[config.mk]
export PLATFORM = sky130hd
export DESIGN_NAME = hazard_hit_manager
export DESIGN_NICKNAME = d
export VERILOG_FILES = /design/src/rtl/hit_pkg.sv /design/src/rtl/hazard_hit_manager_sync.sv /design/src/rtl/hazard_hit_manager.sv
export SDC_FILE = /design/constraint.sdc
export NUM_CORES = 1
export LEC_CHECK = 0
export BUFFER_PORTS_ARGS = -buffer_cell sky130_fd_sc_hd__buf_2
export CAP_MARGIN = 20
export CORE_UTILIZATION = 31
export CTS_BUF_LIST = sky130_fd_sc_hd__clkbuf_4
export CTS_CLUSTER_DIAMETER = 30
export DETAILED_ROUTE_END_ITERATION = 10
export SYNTH_ARGS = -nofsm -noshare
export SYNTH_HDL_FRONTEND = slang
export SYNTH_HIERARCHICAL = 1
export SYNTH_SLANG_ARGS = --single-unit
[constraint.sdc]
create_clock -name Clk -period 4.9 [get_ports Clk]
set_input_delay 0.245 -clock Clk [delete_from_list [all_inputs] [get_ports Clk]]
set_output_delay 0.245 -clock Clk [all_outputs]
set_load 0.05 [all_outputs]
[src/rtl/hit_pkg.sv]
// Shared types and widths for the hazard hit manager: FSM state encoding,
// lives/penalty widths and the saturating penalty adder.
package hit_pkg;

    localparam int LIVES_W = 4;
    localparam int DEAD_W  = 9;
    localparam int FRAME_W = 8;
    localparam int BLINK_W = 4;
    localparam logic [DEAD_W-1:0] DEAD_MAX = 9'd511;

    typedef enum logic [1:0] {
        ALIVE     = 2'd0,
        DYING     = 2'd1,
        INVULN    = 2'd2,
        GAME_OVER = 2'd3
    } hit_state_t;

    function automatic logic [DEAD_W-1:0] sat_add(input logic [DEAD_W-1:0] a,
                                                  input logic [DEAD_W-1:0] b);
        logic [DEAD_W:0] sum;
        sum = {1'b0, a} + {1'b0, b};
        return (sum > {1'b0, DEAD_MAX}) ? DEAD_MAX : sum[DEAD_W-1:0];
    endfunction

endpackage

[src/rtl/hazard_hit_manager_sync.sv]
// Two-flop synchroniser followed by a registered rising-edge detector.
// The pulse is high for one Clk cycle, three cycles after the input rises.
module sync_rise_detect (
    input  logic Clk,
    input  logic Reset,
    input  logic din,
    output logic rise
);
    logic meta_q, meta_d;
    logic sync_q, sync_d;
    logic last_q, last_d;
    logic rise_q, rise_d;

    always_comb begin
        meta_d = din;
        sync_d = meta_q;
        last_d = sync_q;
        rise_d = sync_q & ~last_q;
    end

    always_ff @(posedge Clk or posedge Reset) begin
        if (Reset) begin
            meta_q <= 1'b0;
            sync_q <= 1'b0;
            last_q <= 1'b0;
            rise_q <= 1'b0;
        end else begin
            meta_q <= meta_d;
            sync_q <= sync_d;
            last_q <= last_d;
            rise_q <= rise_d;
        end
    end

    assign rise = rise_q;

endmodule

[src/rtl/hazard_hit_manager.sv]
// Lives/penalty bookkeeping for hazard hits: respawn sequencing, invulnerability
// window with sprite blinking, and game-over hold until restart.
//
//   state     | meaning
//   ALIVE     | playable; a hit costs a life and adds the penalty
//   DYING     | sprite hidden, waiting RESPAWN_FRAMES before respawn
//   INVULN    | hits ignored, sprite blinks for INVULN_FRAMES
//   GAME_OVER | no lives left, waiting for restart
module hazard_hit_manager
    import hit_pkg::*;
#(
    parameter int unsigned LIVES_INIT     = 3,
    parameter int unsigned DEAD_OFFSET    = 10,
    parameter int unsigned RESPAWN_FRAMES = 60,
    parameter int unsigned INVULN_FRAMES  = 90,
    parameter int unsigned BLINK_PERIOD   = 8
) (
    input  logic               Clk,
    input  logic               Reset,
    input  logic               frame_clk,
    input  logic               hit_in,
    input  logic               restart,
    output logic [LIVES_W-1:0] lives,
    output logic [DEAD_W-1:0]  dead_times,
    output logic               game_over,
    output logic               invuln,
    output logic               mario_visible,
    output logic               respawn_req
);
    localparam logic [LIVES_W-1:0] LIVES_RST   = LIVES_W'(LIVES_INIT);
    localparam logic [DEAD_W-1:0]  DEAD_INC    = DEAD_W'(DEAD_OFFSET);
    localparam logic [FRAME_W-1:0] RESP_LAST   = FRAME_W'(RESPAWN_FRAMES - 1);
    localparam logic [FRAME_W-1:0] INVULN_LAST = FRAME_W'(INVULN_FRAMES - 1);
    localparam logic [BLINK_W-1:0] BLINK_LAST  = BLINK_W'(BLINK_PERIOD - 1);

    logic frame_tick, hit_rise, restart_rise;

    sync_rise_detect u_frame_sync   (.Clk(Clk), .Reset(Reset), .din(frame_clk), .rise(frame_tick));
    sync_rise_detect u_hit_sync     (.Clk(Clk), .Reset(Reset), .din(hit_in),    .rise(hit_rise));
    sync_rise_detect u_restart_sync (.Clk(Clk), .Reset(Reset), .din(restart),   .rise(restart_rise));

    hit_state_t         state_q, state_d;
    logic [LIVES_W-1:0] lives_q, lives_d;
    logic [DEAD_W-1:0]  dead_q, dead_d;
    logic [FRAME_W-1:0] frame_cnt_q, frame_cnt_d;
    logic [BLINK_W-1:0] blink_cnt_q, blink_cnt_d;
    logic               visible_q, visible_d;
    logic               respawn_q, respawn_d;

    always_comb begin
        state_d     = state_q;
        lives_d     = lives_q;
        dead_d      = dead_q;
        frame_cnt_d = frame_cnt_q;
        blink_cnt_d = blink_cnt_q;
        visible_d   = visible_q;
        respawn_d   = 1'b0;

        if (restart_rise) begin
            state_d     = ALIVE;
            lives_d     = LIVES_RST;
            dead_d      = '0;
            frame_cnt_d = '0;
            blink_cnt_d = '0;
            visible_d   = 1'b1;
            respawn_d   = 1'b1;
        end else begin
            unique case (state_q)
                ALIVE: begin
                    if (hit_rise) begin
                        dead_d    = sat_add(dead_q, DEAD_INC);
                        visible_d = 1'b0;
                        // lives of 0 cannot normally occur in ALIVE; treat it as final too
                        if (lives_q <= LIVES_W'(1)) begin
                            lives_d = '0;
                            state_d = GAME_OVER;
                        end else begin
                            lives_d     = lives_q - LIVES_W'(1);
                            frame_cnt_d = '0;
                            state_d     = DYING;
                        end
                    end
                end
                DYING: begin
                    if (frame_tick) begin
                        if (frame_cnt_q == RESP_LAST) begin
                            respawn_d   = 1'b1;
                            frame_cnt_d = '0;
                            blink_cnt_d = '0;
                            visible_d   = 1'b1;
                            state_d     = INVULN;
                        end else begin
                            frame_cnt_d = frame_cnt_q + FRAME_W'(1);
                        end
                    end
                end
                INVULN: begin
                    if (frame_tick) begin
                        if (frame_cnt_q == INVULN_LAST) begin
                            frame_cnt_d = '0;
                            blink_cnt_d = '0;
                            visible_d   = 1'b1;
                            state_d     = ALIVE;
                        end else begin
                            frame_cnt_d = frame_cnt_q + FRAME_W'(1);
                            if (blink_cnt_q == BLINK_LAST) begin
                                visible_d   = ~visible_q;
                                blink_cnt_d = '0;
                            end else begin
                                blink_cnt_d = blink_cnt_q + BLINK_W'(1);
                            end
                        end
                    end
                end
                GAME_OVER: begin
                    visible_d = 1'b0;
                end
                default: state_d = ALIVE;
            endcase
        end
    end

    always_ff @(posedge Clk or posedge Reset) begin
        if (Reset) begin
            state_q     <= ALIVE;
            lives_q     <= LIVES_RST;
            dead_q      <= '0;
            frame_cnt_q <= '0;
            blink_cnt_q <= '0;
            visible_q   <= 1'b1;
            respawn_q   <= 1'b0;
        end else begin
            state_q     <= state_d;
            lives_q     <= lives_d;
            dead_q      <= dead_d;
            frame_cnt_q <= frame_cnt_d;
            blink_cnt_q <= blink_cnt_d;
            visible_q   <= visible_d;
            respawn_q   <= respawn_d;
        end
    end

    assign lives         = lives_q;
    assign dead_times    = dead_q;
    assign mario_visible = visible_q;
    assign respawn_req   = respawn_q;
    assign game_over     = (state_q == GAME_OVER);
    assign invuln        = (state_q == DYING) || (state_q == INVULN);

endmodule
# Word level (Yosys, flattened, before mapping)
# Cells that the tools add are included.
op_classes:
  n_addsub: 4
  magnitude_cmp: 2
  n_eq_ne: 13
  n_mux: 43
  bitwise_logic: 7
  n_reduce_logical: 11
op_table:
  columns: ["cell", "n"]
  rows:
  - ["8-bit 2-to-1 mux", 7]
  - ["4-bit 2-to-1 mux", 10]
  - ["9-bit 2-to-1 mux", 4]
  - ["8-bit case mux with 3 select lines", 1]
  - ["2-bit 2-to-1 mux", 7]
  - ["1-bit 2-to-1 mux", 11]
  - ["9-bit by 4-bit adder with 10-bit output (second input constant)", 1]
  - ["10-bit by 9-bit > comparator with 1-bit output (second input constant)", 1]
  - ["5-bit AND reduction", 2]
  - ["3-bit by 1-bit inequality test with 1-bit output (second input constant)", 3]
  - ["3-bit by 2-bit inequality test with 1-bit output (second input constant)", 3]
  - ["8-bit by 1-bit adder with 8-bit output (second input constant)", 1]
  - ["8-bit by 6-bit equality test with 1-bit output (second input constant)", 1]
  - ["8-bit by 7-bit equality test with 1-bit output (second input constant)", 1]
  - ["4-bit case mux with 2 select lines", 1]
  - ["2-bit case mux with 3 select lines", 1]
  - ["6-bit AND reduction", 1]
  - ["4-bit by 1-bit adder with 4-bit output (second input constant)", 1]
  - ["2-bit equality test (second input constant)", 2]
  - ["4-bit by 3-bit equality test with 1-bit output (second input constant)", 1]
  - ["4-bit by 1-bit <= comparator with 1-bit output (second input constant)", 1]
  - ["4-bit by 3-bit inequality test with 1-bit output (second input constant)", 1]
  - ["1-bit NOT", 4]
  - ["1-bit case mux with 4 select lines", 1]
  - ["other kinds (10)", 13]
word_totals:
  register_bits: 41
  inputBits: 5
  out_inout_bits: 17
  wordCells: 99

# Logic depth before layout (Yosys ltp)
logic_depth:
  depth_word: 6
  mapped_depth: 9

# By module
# Netlist, hierarchy kept.
by_module_without_submodules:
  columns: ["mod", "n_inst", "cells_each", "area_per_inst_um2", "seq_area_each_um2"]
  rows:
  - ["hazard_hit_manager", 1, 179, 1747.9, 729.4]
  - ["sync_rise_detect", 3, 6, 117.6, 100.1]

# Worst setup path after synthesis
# No wires, ideal clock.
synth_path:
  path_type: "reg-to-reg"
  from: "register lives_q[0], in the netlist lives[0]"
  to: "register frame_cnt_q[3]"
  t_arrival_ns: 1.983
  path_slack_ns: 2.796
  stages_incl_launch_ff: 9
  synth_period_minus_slack_ns: 2.104
  cell_sequence: "dfstp_2 -> inv_1 -> ha_1 -> nor2_1 -> nor3_1 -> a31o_2 -> buf_6 -> o21bai_1 -> a22o_2"
synth_via:
  elab_chain_cells: 3
synth_rtl:
  columns: ["item", "line", "text"]
  rows:
  - ["start, declared", "hazard_hit_manager.sv:43", "logic [LIVES_W-1:0] lives_q, lives_d;"]
  - ["start signal, assigned", "hazard_hit_manager.sv:134", "lives_q <= lives_d;"]
  - ["4-bit by 1-bit <= comparator with 1-bit output", "hazard_hit_manager.sv:74", "if (lives_q <= LIVES_W'(1)) begin"]
  - ["3-bit by 2-bit inequality test with 1-bit output (no line)", null, null]
  - ["5-bit AND reduction (no line)", null, null]
  - ["end signal, assigned", "hazard_hit_manager.sv:136", "frame_cnt_q <= frame_cnt_d;"]
  - ["end, declared", "hazard_hit_manager.sv:45", "logic [FRAME_W-1:0] frame_cnt_q, frame_cnt_d;"]
# No other way between the ends.
# A chain may end at the register's enable or synchronous reset.

# Worst setup path after layout
layout_path:
  from: "register state_q[1]"
  to: "register frame_cnt_q[7]"
layout_via:
  elab_chain_cells: 3
layout_rtl:
  columns: ["item", "line", "text"]
  rows:
  - ["start, declared", "hazard_hit_manager.sv:42", "hit_state_t state_q, state_d;"]
  - ["start signal, assigned", "hazard_hit_manager.sv:133", "state_q <= state_d;"]
  - ["2-bit equality test, or another cell as far along", "hazard_hit_manager.sv:68", "unique case (state_q)"]
  - ["3-bit by 1-bit inequality test with 1-bit output (no line), or another cell as far along", null, null]
  - ["5-bit AND reduction (no line) / 8-bit 2-to-1 mux (equally long branches)", null, null]
# Parallel ways exist; a longest one is shown, timed or not.

==> metrics.md <==
| Metric | Value |
|---|---|
| Status | finished with violations |
| Failing checks | DRC |
| Final Skew | 0.007743 ns |
| Slew headroom | a little over half |
| Vias per Instance | a little over 5 |
| Mapped Cells | 197 |
| Initial antenna violation count | 0 |
| GR Layer Usage met3 | ~3.1% |
| Number of antenna diodes | 0 |
| Pre-antenna DRT Iters | 7 |
| Fin Hold WS | ~0.32 ns |
| # IOs | 22 |
| Max incr delay on CP | about 0.4 ns |
| Multi-input gate area | 988.4 um^2 |
| Worst Path Max Fanout | 11 |
| Site row count | 29 |
| Syn nets | around 210 |
| Area grow syn2layout | 13.10% |
| Worst path slowest cell | dfrtp_1 |
| Root Buffer | clkbuf_4 |
| Leading area contributor after synthesis | dfrtp_1 |
| Post-Synthesis Cell Area | 2101 um^2 |
| CP cell instances | inv_1 > ha_1 > o21bai_1 > a31oi_1 > a31o_2 > or2_1 > o31ai_1 |
| Core area | 6459 um^2 |
| First-pass GRT wire length | 6.982 mm |
| Longest Clk Path Bufs | 2 |
| # DRC | 2 |
| Post-synth top flop | dfrtp_1 |
| Setup crit start kind | flop |
| Die Area | between 7000 and 8000 um^2 |
| 1st-iter DRT viols | 130 |
| Cell variety after synth | 53 |
| Clock Latency Late Sink | 0.35 ns |
| Sequential cell area | 1030 um^2 |
| Max Slew Vio Count | 0 |
| Final ANT Viol Nets | 0 |
| Final Hold Fails | 0 |
| Core Util, Final | between 30% and 40% |
| RSZ-0062 raised after global routing | no |
| VDD IR max | roughly 0.25 mV |
| Post-synth ARST share | between 90% and 100% |
| Top-count cell post-synth | dfrtp_1 |
| Largest net degree at the start of global routing | 30 |
| Register area share after synthesis | 49.02% |
| Pwr/cell area | 452.8 nW/um^2 |
| #FFs+latches synth | 41 |
| Port bufs | 21 |
| Setup total negative slack | 0 ns |
| Fin crit period | around 2.1 ns |
| Met2 Use GR | about 19% |
| Layout cells sized above 1 | 22.12% |
| Post-route clock period utilization | between 40% and 50% |
| HPWL after DPL | about 2.8 mm |
| Fill cells | 650 |
| Worst Tran Pin Value | around 0.70 ns |
| Final setup vio count | 0 |
| Reg clk slew, reported paths | 0.13 ns |
| Worst EP arrival | around 2.4 ns |
| Post-synth EDFFs | 0 |
| Nets | 240 |
| Post-Syn Area per Cell | 10.66 um^2 |
| Fmax | approximately 480 MHz |
| Die W | 84.32 um |
| CP Capture Type | flop |
| Critical Path RT | 5.17 ns |
| Top cells by area, synth | dfrtp_1 45%, ha_1 6.0%, dfstp_2 3.8%, nand2_1 3.0%, o21ai_0 2.9% |
| Vias in the first global route | between 1,500 and 2,000 |
| GPL Wtd Cong | approximately 0.80 |
| Final Total Pwr | 0.001076 W |
| R2R depth | 7 |
| Remaining Overflow, GRT | 0 |
| Warnings, synthesis | 6 |
| Crit Path Category | reg -> reg |
| Total vias in the final route | roughly 1,500 |
| Synth top cells by count | 38 x dfrtp_1, 17 x nand2_1, 13 x inv_1 |
| Grt peak-use layer | met2 |
| Met1 GRT Util | 16.42% |
| Max-cap violation count | 0 |
| CTS tree | done |
| CTS sink count | 41 |
| Synth top area share | a little under half |
| Gr usage total | around 12% |
| H-tree levels | 2 |
| HP Class | in -> async |
| Die H | 84.32 um |
| Total Routed Length | 3.893 mm |
| # Post-CTS Setup Buffers | 0 |
| Leak | roughly 1.1 nW |
| DR WL/cell | between 10 and 15 um |
| TritonCTS Buffers | 5 |
| Initial core utilization | 32.53% |
## critical path, delay by kind of cell, from the launching register on
family / cells / cell delay, ns
compound gates: 4 / 0.97
buf+inv: 1 / 0.07
simple gates: 1 / 0.27
flops: 1 / 0.41
fa+ha+maj: 1 / 0.27
## registers in the layout, indices dropped and copies added, names as in the netlist, 2 cells and up
name         count
blink_cnt_q      4
dead_times       9
frame_cnt_q      8
lives            4
state_q          2
## metal layers
metal  up-vias  part of all wire, %  routed length (um)
li1        761                    -                   -
met5         -                    0                   0
met4         0                  1.9                  74
met2        20                   44                1721
met1       752                   51                1967
met3         7                  3.3                 130
## area by class of cell
cell class	instances	area share, %
sequential	41	43.34
tap	77	4.055
clock buffer	6	1.896
clock inverter	2	0.6319
inverter	13	2.054
multi-input combinational	138	41.60
timing repair buffer	26	6.424
## path summary, 6_finish.rpt
| kind | start | to | slack [ns] |
|---|---|---|---|
| max in group asynchronous | Reset | mario_visible$_DFFE_PP1P_ | 4.04 |
| setup reg to reg | state_q[1]$_DFFE_PP0P_ | frame_cnt_q[7]$_DFFE_PP0P_ | 2.81 |
| hold / removal | Reset | u_frame_sync/meta_q$_DFF_PP0_ | 0.32 |
| min in group Clk | u_frame_sync/meta_q$_DFF_PP0_ | u_frame_sync/last_d$_DFF_PP0_ | 0.37 |
| setup / recovery | state_q[1]$_DFFE_PP0P_ | frame_cnt_q[7]$_DFFE_PP0P_ | 2.81 |
| hold reg to reg | u_frame_sync/meta_q$_DFF_PP0_ | u_frame_sync/last_d$_DFF_PP0_ | 0.37 |
## kinds of logic (layout without fill, tap and decap cells)
group,after synthesis,after routing,synth area share (%)
XOR/XNOR,3,3,1.251
buffers and inverters,18,47,3.931
multiplexers,5,5,2.442
AND/OR/NAND/NOR,70,70,20.19
flip-flops,41,41,49.02
adder cells (fa/ha/maj),10,10,5.956
AO/OA/AOI/OAI,50,50,17.21
## report_power, final
group          internal [W]  switching [W]  leakage [nW]
logic              0.000152       0.000309         0.556
registers          0.000389      0.0000484         0.532
clock network     0.0000616       0.000117        0.0279
total              0.000602       0.000474          1.12
## cells in the final DEF, fill, tap and decap left out, types with 2 or more instances in the layout
| master | n |
|---|---|
| o21bai_1 | 5 |
| o31ai_1 | 5 |
| a21oi_1 | 9 |
| a211oi_1 | 2 |
| mux2i_1 | 4 |
| dfrtp_1 | 38 |
| a31o_2 | 3 |
| nand3_1 | 7 |
| nor2b_4 | 3 |
| clkbuf_4 | 6 |
| nor2b_1 | 3 |
| o21ai_0 | 12 |
| nor3_1 | 5 |
| dfstp_2 | 3 |
| ha_1 | 10 |
| buf_2 | 21 |
| inv_1 | 13 |
| and3_1 | 3 |
| nor2_1 | 11 |
| xor2_1 | 2 |
| nand2b_1 | 2 |
| a22o_2 | 2 |
| clkinvlp_4 | 2 |
| dlygate4sd3_1 | 4 |
| and2_1 | 2 |
| a31oi_1 | 2 |
| nand4_1 | 2 |
| and4_1 | 2 |
| nand2_1 | 17 |
## what timing repair did
action | CTS | global route
endpoints found under the hold margin | 41 | 0
hold buffers | 4 | 0
gates resized for setup | 0 | 0
## stage by stage
stage          std cells  setup WS [ns]  area [um^2]
2_1_floorplan        197          2.796         2101
3_3_place_gp         291          2.835         2276
3_5_place_dp         291          2.832         2276
4_1_cts              303          2.791         2376
5_1_grt              303          2.622         2376
6_report             303          2.811         2376
Power figures use the tool's default switching activity.
